## src/rtl/hud_pkg.sv

```systemverilog
// Shared HUD types and glyph geometry for the numbers/score glyph ROM.
package hud_pkg;

  localparam int GLYPH_W    = 10;
  localparam int GLYPH_H    = 20;
  localparam int GLYPH_BASE = 0;

  typedef enum logic [1:0] {
    IDLE       = 2'd0,
    CONVERT    = 2'd1,
    WAIT_FRAME = 2'd2
  } state_t;

  typedef logic [3:0] bcd_t;

endpackage

```

## src/rtl/bcd_dabble_step.sv

```systemverilog
// One double-dabble iteration: add 3 to every BCD nibble >= 5, then shift
// the {scratch, bin} pair left by one bit.
module bcd_dabble_step
  import hud_pkg::*;
#(
  parameter int DIGITS  = 4,
  parameter int SCORE_W = 14
) (
  input  logic [4*DIGITS-1:0] scratch_in,
  input  logic [SCORE_W-1:0]  bin_in,
  output logic [4*DIGITS-1:0] scratch_out,
  output logic [SCORE_W-1:0]  bin_out
);

  logic [4*DIGITS-1:0] adj_s;

  // Add-3 correction on each nibble so the following shift carries in decimal.
  always_comb begin
    adj_s = scratch_in;
    for (int i = 0; i < DIGITS; i++) begin
      if (bcd_t'(scratch_in[4*i +: 4]) >= 4'd5) begin
        adj_s[4*i +: 4] = scratch_in[4*i +: 4] + 4'd3;
      end else begin
        adj_s[4*i +: 4] = scratch_in[4*i +: 4];
      end
    end
  end

  assign scratch_out = {adj_s[4*DIGITS-2:0], bin_in[SCORE_W-1]};
  assign bin_out     = {bin_in[SCORE_W-2:0], 1'b0};

endmodule

```

## src/rtl/score_digit_sequencer.sv

```systemverilog
// HUD score readout: binary-to-BCD conversion committed on frame boundaries,
// plus a two-stage render pipeline addressing the shared numbers glyph ROM.
module score_digit_sequencer
  import hud_pkg::*;
#(
  parameter int DIGITS     = 4,
  parameter int SCORE_W    = 14,
  parameter int GLYPH_W    = hud_pkg::GLYPH_W,
  parameter int GLYPH_H    = hud_pkg::GLYPH_H,
  parameter int GLYPH_BASE = hud_pkg::GLYPH_BASE,
  parameter int ORIGIN_X   = 480,
  parameter int ORIGIN_Y   = 16,
  parameter int ROM_AW     = 12
) (
  input  logic                  Clk,
  input  logic                  Reset,
  input  logic [SCORE_W-1:0]    score_in,
  input  logic                  score_load,
  input  logic                  frame_start,
  output logic                  busy,
  input  logic [9:0]            DrawX,
  input  logic [9:0]            DrawY,
  output logic [ROM_AW-1:0]     rom_addr,
  input  logic [2:0]            rom_data,
  output logic                  pixel_on,
  output logic [2:0]            pixel_color,
  output logic [4*DIGITS-1:0]   digits_out
);

  localparam int DW       = 4 * DIGITS;
  localparam int CNT_W    = $clog2(SCORE_W + 1);
  localparam int SLOT_W   = (DIGITS > 1) ? $clog2(DIGITS) : 1;
  localparam int MAX_ADDR = GLYPH_BASE + 10 * GLYPH_W * GLYPH_H - 1;
  localparam logic [SCORE_W-1:0] MAX_SCORE = SCORE_W'(10 ** DIGITS - 1);

  if (MAX_ADDR >= (1 << ROM_AW)) begin : g_addr_range_chk
    $error("score_digit_sequencer: glyph addresses exceed ROM_AW");
  end

  // Clamp a new score to the largest value the readout can show.
  function automatic logic [SCORE_W-1:0] saturate(input logic [SCORE_W-1:0] v);
    return (v > MAX_SCORE) ? MAX_SCORE : v;
  endfunction

  state_t               state_r;
  logic [CNT_W-1:0]     cnt_r;
  logic [SCORE_W-1:0]   bin_r;
  logic [DW-1:0]        scratch_r;
  logic [DW-1:0]        digits_r;
  logic                 pend_r;
  logic [SCORE_W-1:0]   pend_val_r;
  logic                 busy_r;
  logic [SCORE_W-1:0]   load_val_s;
  logic [DW-1:0]        step_scratch_s;
  logic [SCORE_W-1:0]   step_bin_s;

  assign load_val_s = saturate(score_in);

  bcd_dabble_step #(
    .DIGITS  (DIGITS),
    .SCORE_W (SCORE_W)
  ) u_step (
    .scratch_in  (scratch_r),
    .bin_in      (bin_r),
    .scratch_out (step_scratch_s),
    .bin_out     (step_bin_s)
  );

  // Conversion FSM: load, iterate double-dabble, then hold until a frame boundary.
  always_ff @(posedge Clk or posedge Reset) begin
    if (Reset) begin
      state_r    <= IDLE;
      cnt_r      <= {CNT_W{1'b0}};
      bin_r      <= {SCORE_W{1'b0}};
      scratch_r  <= {DW{1'b0}};
      digits_r   <= {DW{1'b0}};
      pend_r     <= 1'b0;
      pend_val_r <= {SCORE_W{1'b0}};
      busy_r     <= 1'b0;
    end else begin
      case (state_r)
        IDLE: begin
          if (score_load) begin
            bin_r     <= load_val_s;
            scratch_r <= {DW{1'b0}};
            cnt_r     <= {CNT_W{1'b0}};
            state_r   <= CONVERT;
            busy_r    <= 1'b1;
          end else begin
            busy_r    <= 1'b0;
          end
        end
        CONVERT: begin
          if (score_load) begin
            pend_r     <= 1'b1;
            pend_val_r <= load_val_s;
          end
          if (cnt_r == CNT_W'(SCORE_W)) begin
            state_r   <= WAIT_FRAME;
          end else begin
            scratch_r <= step_scratch_s;
            bin_r     <= step_bin_s;
            cnt_r     <= cnt_r + CNT_W'(1);
          end
        end
        WAIT_FRAME: begin
          if (frame_start) begin
            digits_r <= scratch_r;
            // A load arriving on the commit edge is newer than any pending one.
            if (score_load || pend_r) begin
              bin_r     <= score_load ? load_val_s : pend_val_r;
              scratch_r <= {DW{1'b0}};
              cnt_r     <= {CNT_W{1'b0}};
              pend_r    <= 1'b0;
              state_r   <= CONVERT;
            end else begin
              state_r   <= IDLE;
              busy_r    <= 1'b0;
            end
          end else if (score_load) begin
            pend_r     <= 1'b1;
            pend_val_r <= load_val_s;
          end
        end
        default: begin
          state_r <= IDLE;
          busy_r  <= 1'b0;
          pend_r  <= 1'b0;
        end
      endcase
    end
  end

  logic                 in_box_s;
  logic [9:0]           dx_s;
  logic [9:0]           dy_s;
  logic [9:0]           base_s;
  logic [9:0]           col_s;
  logic [SLOT_W-1:0]    slot_s;
  bcd_t                 digit_s;
  logic                 lz_s;
  logic                 blank_s;
  logic [ROM_AW-1:0]    addr_s;

  // S0: locate the pixel inside the score box and pick its digit slot.
  always_comb begin
    in_box_s = ({22'd0, DrawX} >= 32'(ORIGIN_X)) &&
               ({22'd0, DrawX} <  32'(ORIGIN_X + DIGITS * GLYPH_W)) &&
               ({22'd0, DrawY} >= 32'(ORIGIN_Y)) &&
               ({22'd0, DrawY} <  32'(ORIGIN_Y + GLYPH_H));
    dx_s   = DrawX - 10'(ORIGIN_X);
    dy_s   = DrawY - 10'(ORIGIN_Y);
    slot_s = {SLOT_W{1'b0}};
    base_s = 10'd0;
    // Comparator chain instead of a divider: the last threshold passed wins.
    for (int k = 1; k < DIGITS; k++) begin
      if (dx_s >= 10'(k * GLYPH_W)) begin
        slot_s = SLOT_W'(k);
        base_s = 10'(k * GLYPH_W);
      end else begin
        slot_s = slot_s;
        base_s = base_s;
      end
    end
    col_s   = dx_s - base_s;
    digit_s = 4'd0;
    blank_s = 1'b0;
    lz_s    = 1'b1;
    // Slot 0 is the MS digit; blank while every digit so far is zero, except the LS slot.
    for (int k = 0; k < DIGITS; k++) begin
      lz_s = lz_s & (digits_r[4*(DIGITS-1-k) +: 4] == 4'd0);
      if (slot_s == SLOT_W'(k)) begin
        digit_s = digits_r[4*(DIGITS-1-k) +: 4];
        blank_s = lz_s & (k != DIGITS - 1);
      end else begin
        digit_s = digit_s;
        blank_s = blank_s;
      end
    end
    addr_s = ROM_AW'(GLYPH_BASE)
           + ROM_AW'(digit_s) * ROM_AW'(GLYPH_W * GLYPH_H)
           + ROM_AW'(dy_s) * ROM_AW'(GLYPH_W)
           + ROM_AW'(col_s);
  end

  logic [ROM_AW-1:0] rom_addr_r;
  logic              in_box_d_r;
  logic              blank_d_r;
  logic              pixel_on_r;
  logic [2:0]        pixel_color_r;
  logic              pix_on_s;

  assign pix_on_s = in_box_d_r & ~blank_d_r & (rom_data != 3'd0);

  // S1 registers the ROM address; S2 registers the opaque/colour decision.
  always_ff @(posedge Clk or posedge Reset) begin
    if (Reset) begin
      rom_addr_r    <= {ROM_AW{1'b0}};
      in_box_d_r    <= 1'b0;
      blank_d_r     <= 1'b0;
      pixel_on_r    <= 1'b0;
      pixel_color_r <= 3'd0;
    end else begin
      rom_addr_r    <= in_box_s ? addr_s : {ROM_AW{1'b0}};
      in_box_d_r    <= in_box_s;
      blank_d_r     <= blank_s;
      pixel_on_r    <= pix_on_s;
      pixel_color_r <= pix_on_s ? rom_data : 3'd0;
    end
  end

  assign busy        = busy_r;
  assign digits_out  = digits_r;
  assign rom_addr    = rom_addr_r;
  assign pixel_on    = pixel_on_r;
  assign pixel_color = pixel_color_r;

endmodule

```

## config.mk

```make
export PLATFORM = sky130hd
export DESIGN_NAME = score_digit_sequencer
export DESIGN_NICKNAME = d
export VERILOG_FILES = /design/src/rtl/hud_pkg.sv /design/src/rtl/bcd_dabble_step.sv /design/src/rtl/score_digit_sequencer.sv
export SDC_FILE = /design/constraint.sdc
export NUM_CORES = 1
export LEC_CHECK = 0
export CAP_MARGIN = 20
export CORE_MARGIN = 10
export CORE_UTILIZATION = 40
export DETAILED_ROUTE_END_ITERATION = 6
export PLACE_DENSITY = 0.61
export SYNTH_ARGS = -nofsm -noshare
export SYNTH_HDL_FRONTEND = slang
export SYNTH_SLANG_ARGS = --single-unit
export TNS_END_PERCENT = 20
```

## constraint.sdc

```tcl
create_clock -name Clk -period 4.75 [get_ports Clk]
set_input_delay 0.7125 -clock Clk [delete_from_list [all_inputs] [get_ports Clk]]
set_output_delay 0.7125 -clock Clk [all_outputs]
set_load 0.01 [all_outputs]
```

==> impl_metrics.toml <==
[sta]
period_needed_ns = 4.640
slew_headroom_pct = 39.05
finClkSkew_ns = 0.008901
clock.fmax_ghz = 0.2155
tightest_slew_ns = 0.9141
setup_viol_count_final = 0
fin_tns_setup_ns = 0
timing.final.crit_share_pct = 97.68
drv_slew = 0
hold_viol_final = 0

[logic_synthesis]
synth.area.top_cells = "dfrtp_1 37%, ha_1 13%, o21ai_0 4.0%"
synth_edf_count = 0
yosys_warnings = 0
ys_async_sr_fraction_pct = 100.0
synth_top_cell_by_area = "dfrtp_1"
ys_top_cells_by_count = "86 x dfrtp_1, 61 x ha_1, 60 x nand2_1, 55 x nor2_1, 46 x o21ai_0"
ys_ff_latch = 86
seq_area_frac_synth_pct = 37.13
postSynthAreaPerCell_sq_um = 9.393
synth_flop_cell = "dfrtp_1"
netlist.area_leader.share_pct = 37.13
synth.distinct_cells = 59
syn-instance-count = 617
syn-cell-area_sq_um = 5796
synth_most_common_cell = "dfrtp_1"
syn_nets = 730

[die]
rows = 43
core_area_sq_um = 14040
die_y_um = 140.4
io_pins = 74
dieArea_sq_um = 19700
initial_core_util_pct = 41.27
die_w_um = 140.4

[setup_path]
reg2reg_to = "rom_addr[11]"
r2r_slack_ns = 1.04
cp_data_arrival_time_ns = 4.84
worst-setup-path-type = "input pin to register"
start_kind = "input pin"
path_common_cell = "inv_2"
crit_slowest_cell = "fa_1"
cp_num_buf_inv = 4
reg2reg_depth = 17
cp_data_required_time_ns = 4.95
worstSetupEndpointType = "register"
regToRegStartpoint = "digits_out[8]"
cp_max_fo = 2
cp_top_family = "adder cells"
cp_num_cells = 26
max_stage_delay_ns = 0.56

[worst_hold_path]
holdPathEnd = "bin_r[11]"
hp-start = "bin_r[11]"
hold_depth = 2
min_path_type = "register to register"

[route]
route.detailed.wl_per_inst_um = 16.35
vias = 4938
drt_iter0_markers = 229
vias_per_cell = 5.298
drc_errors = 0
dr.pass1.iters = 4
final_antenna_net_count = 0
drt-total-wl_um = 15230

[clock_tree]
tritoncts = "yes"
cts_max_path_buffers = 2
clk_pin_slew_ns = 0.06
cts_buffers = 9
ctsRootBufferMaster = "clkbuf_16"
htree_levels = 3
clkLatencyLatePin_ns = 0.34
cts.sinks = 86

[layout]
area_growth_pct = 31.82
drive_gt1_share_pct = 19.28
layout.cells.non_filler = 932
n_antenna_cell = 0
nNetsFinal = 860
final_area_sq_um = 7640

[place]
io_buffers = 73
globalplace.congestion = 0.8865
place_inst = 905
dp_hpwl_um = 11350
dpl_cell_area_sq_um = 7094

[pwr]
p_leak_uw = 0.003560
power.density_nw_per_um2 = 424.0
peakVddDrop_mv = 0.3718

[global_routing]
antenna_found_initial = 0
grt-ovfl-total = 0
grt_pass1_vias = 5103
grt_pass1_wl_um = 25160
grt_max_degree = 45
grt_use_total_pct = 15.31

[status]
run_status = "finished clean"

[flow_run]
cap_viol_max_count = 0
worst max-delay path by stage:
stage	from	endpoint	slack [ns]
6_report	DrawX[8]	rom_addr[11]	0.11
5_1_grt	DrawX[8]	rom_addr[11]	-0.05
4_1_cts	DrawX[7]	rom_addr[10]	0.003
3_5_place_dp	DrawX[5]	rom_addr[11]	-0.82
3_3_place_gp	DrawX[5]	rom_addr[11]	-0.64
2_1_floorplan	DrawX[5]	rom_addr[11]	0.01
per-layer routing:
metal	GRT usage (%)	share of wire [%]	vias to the layer above
li1	-	-	2438
met1	17.85	43	2378
met2	26.95	51	100
met3	2.569	3.3	22
met4	6.522	1.9	0
met5	0	0	-
cell type report:
class | instances | area, sq um
Clock inverter | 3 | 20.02
Tap cell | 180 | 225.2
Sequential cell | 86 | 2152
Clock buffer | 13 | 250.2
Timing Repair Buffer | 137 | 1217
Inverter | 42 | 158.9
Fill cell | 1236 | 6402
Multi-Input combinational cell | 471 | 3616
report_power, final:
part	switching, uW	internal (uW)	leakage (uW)
Sequential	112	899	0.00114
Combinational	847	729	0.00229
Clock	283	368	0.000126
Total	1240	2000	0.00356
repair_timing:
| action | in CTS | in global routing |
|---|---|---|
| buffers inserted | 4 | 7 |
| hold buffers | 0 | 0 |
| pin swaps | 16 | 29 |
| setup endpoints to repair | 5 | 5 |
| resized for setup | 27 | 38 |
cells by family (layout without fill, tap and decap cells):
| family | count (synthesis) | after routing | synth area share [%] |
|---|---|---|---|
| flip-flops | 86 | 86 | 37.13 |
| AO/OA/AOI/OAI | 155 | 155 | 16.99 |
| AND/OR/NAND/NOR | 189 | 189 | 15.39 |
| buffers and inverters | 60 | 195 | 4.426 |
| multiplexers | 19 | 19 | 3.648 |
| XOR/XNOR | 36 | 36 | 5.440 |
| adder cells (fa/ha/maj) | 72 | 72 | 16.97 |
tightest hold or removal path, stage by stage, from the launching register on:
cell and delay (ns):
dfrtp_1 0.34, nand2_1 0.05, nand2_1 0.05
registers in the layout, indices dropped and copies added, names as in the netlist:
register / flops
bin_r: 14
blank_d_r: 1
busy: 1
cnt_r: 4
digits_out: 16
in_box_d_r: 1
pend_r: 1
pend_val_r: 14
pixel_color: 3
pixel_on: 1
rom_addr: 12
scratch_r: 16
state_r: 2
through the flow:
step / hold WS, ns / setup slack (ns) / power [uW] / util, %
4_1_cts: 0.4748 / 0.003241 / 3146 / 53.13
5_1_grt: 0.5027 / -0.05226 / 3495 / 54.41
2_1_floorplan: 0.4391 / 0.01172 / 1983 / -
3_5_place_dp: 0.4606 / -0.8191 / 2447 / 50.52
3_3_place_gp: 0.4573 / -0.6396 / 2396 / 50.52
6_report: 0.4689 / 0.1104 / 3240 / 54.41
placed cells by master (no fill, tap or decap), types with 5 or more instances in the layout:
| cell type | Yosys | layout |
|---|---|---|
| xor2_1 | 12 | 12 |
| inv_1 | 40 | 34 |
| nor3_1 | 14 | 13 |
| mux2_2 | 17 | 17 |
| and2_1 | 10 | 10 |
| a221oi_1 | 9 | 7 |
| xnor2_1 | 24 | 20 |
| a21o_1 | 7 | 7 |
| a21oi_1 | 36 | 33 |
| fa_1 | 11 | 9 |
| nor2_1 | 55 | 55 |
| nand2_1 | 60 | 59 |
| dfrtp_1 | 86 | 86 |
| nand2b_1 | 10 | 9 |
| nand3_1 | 10 | 8 |
| inv_2 | 2 | 7 |
| nor2b_1 | 7 | 7 |
| o21ai_1 | 5 | 7 |
| a22o_1 | 5 | 5 |
| buf_4 | 1 | 63 |
| ha_1 | 61 | 55 |
| o22ai_1 | 11 | 10 |
| clkbuf_16 | 0 | 9 |
| o21ai_0 | 46 | 41 |
| clkdlybuf4s50_1 | 0 | 64 |
No activity file was read; power rests on OpenSTA's default activity.
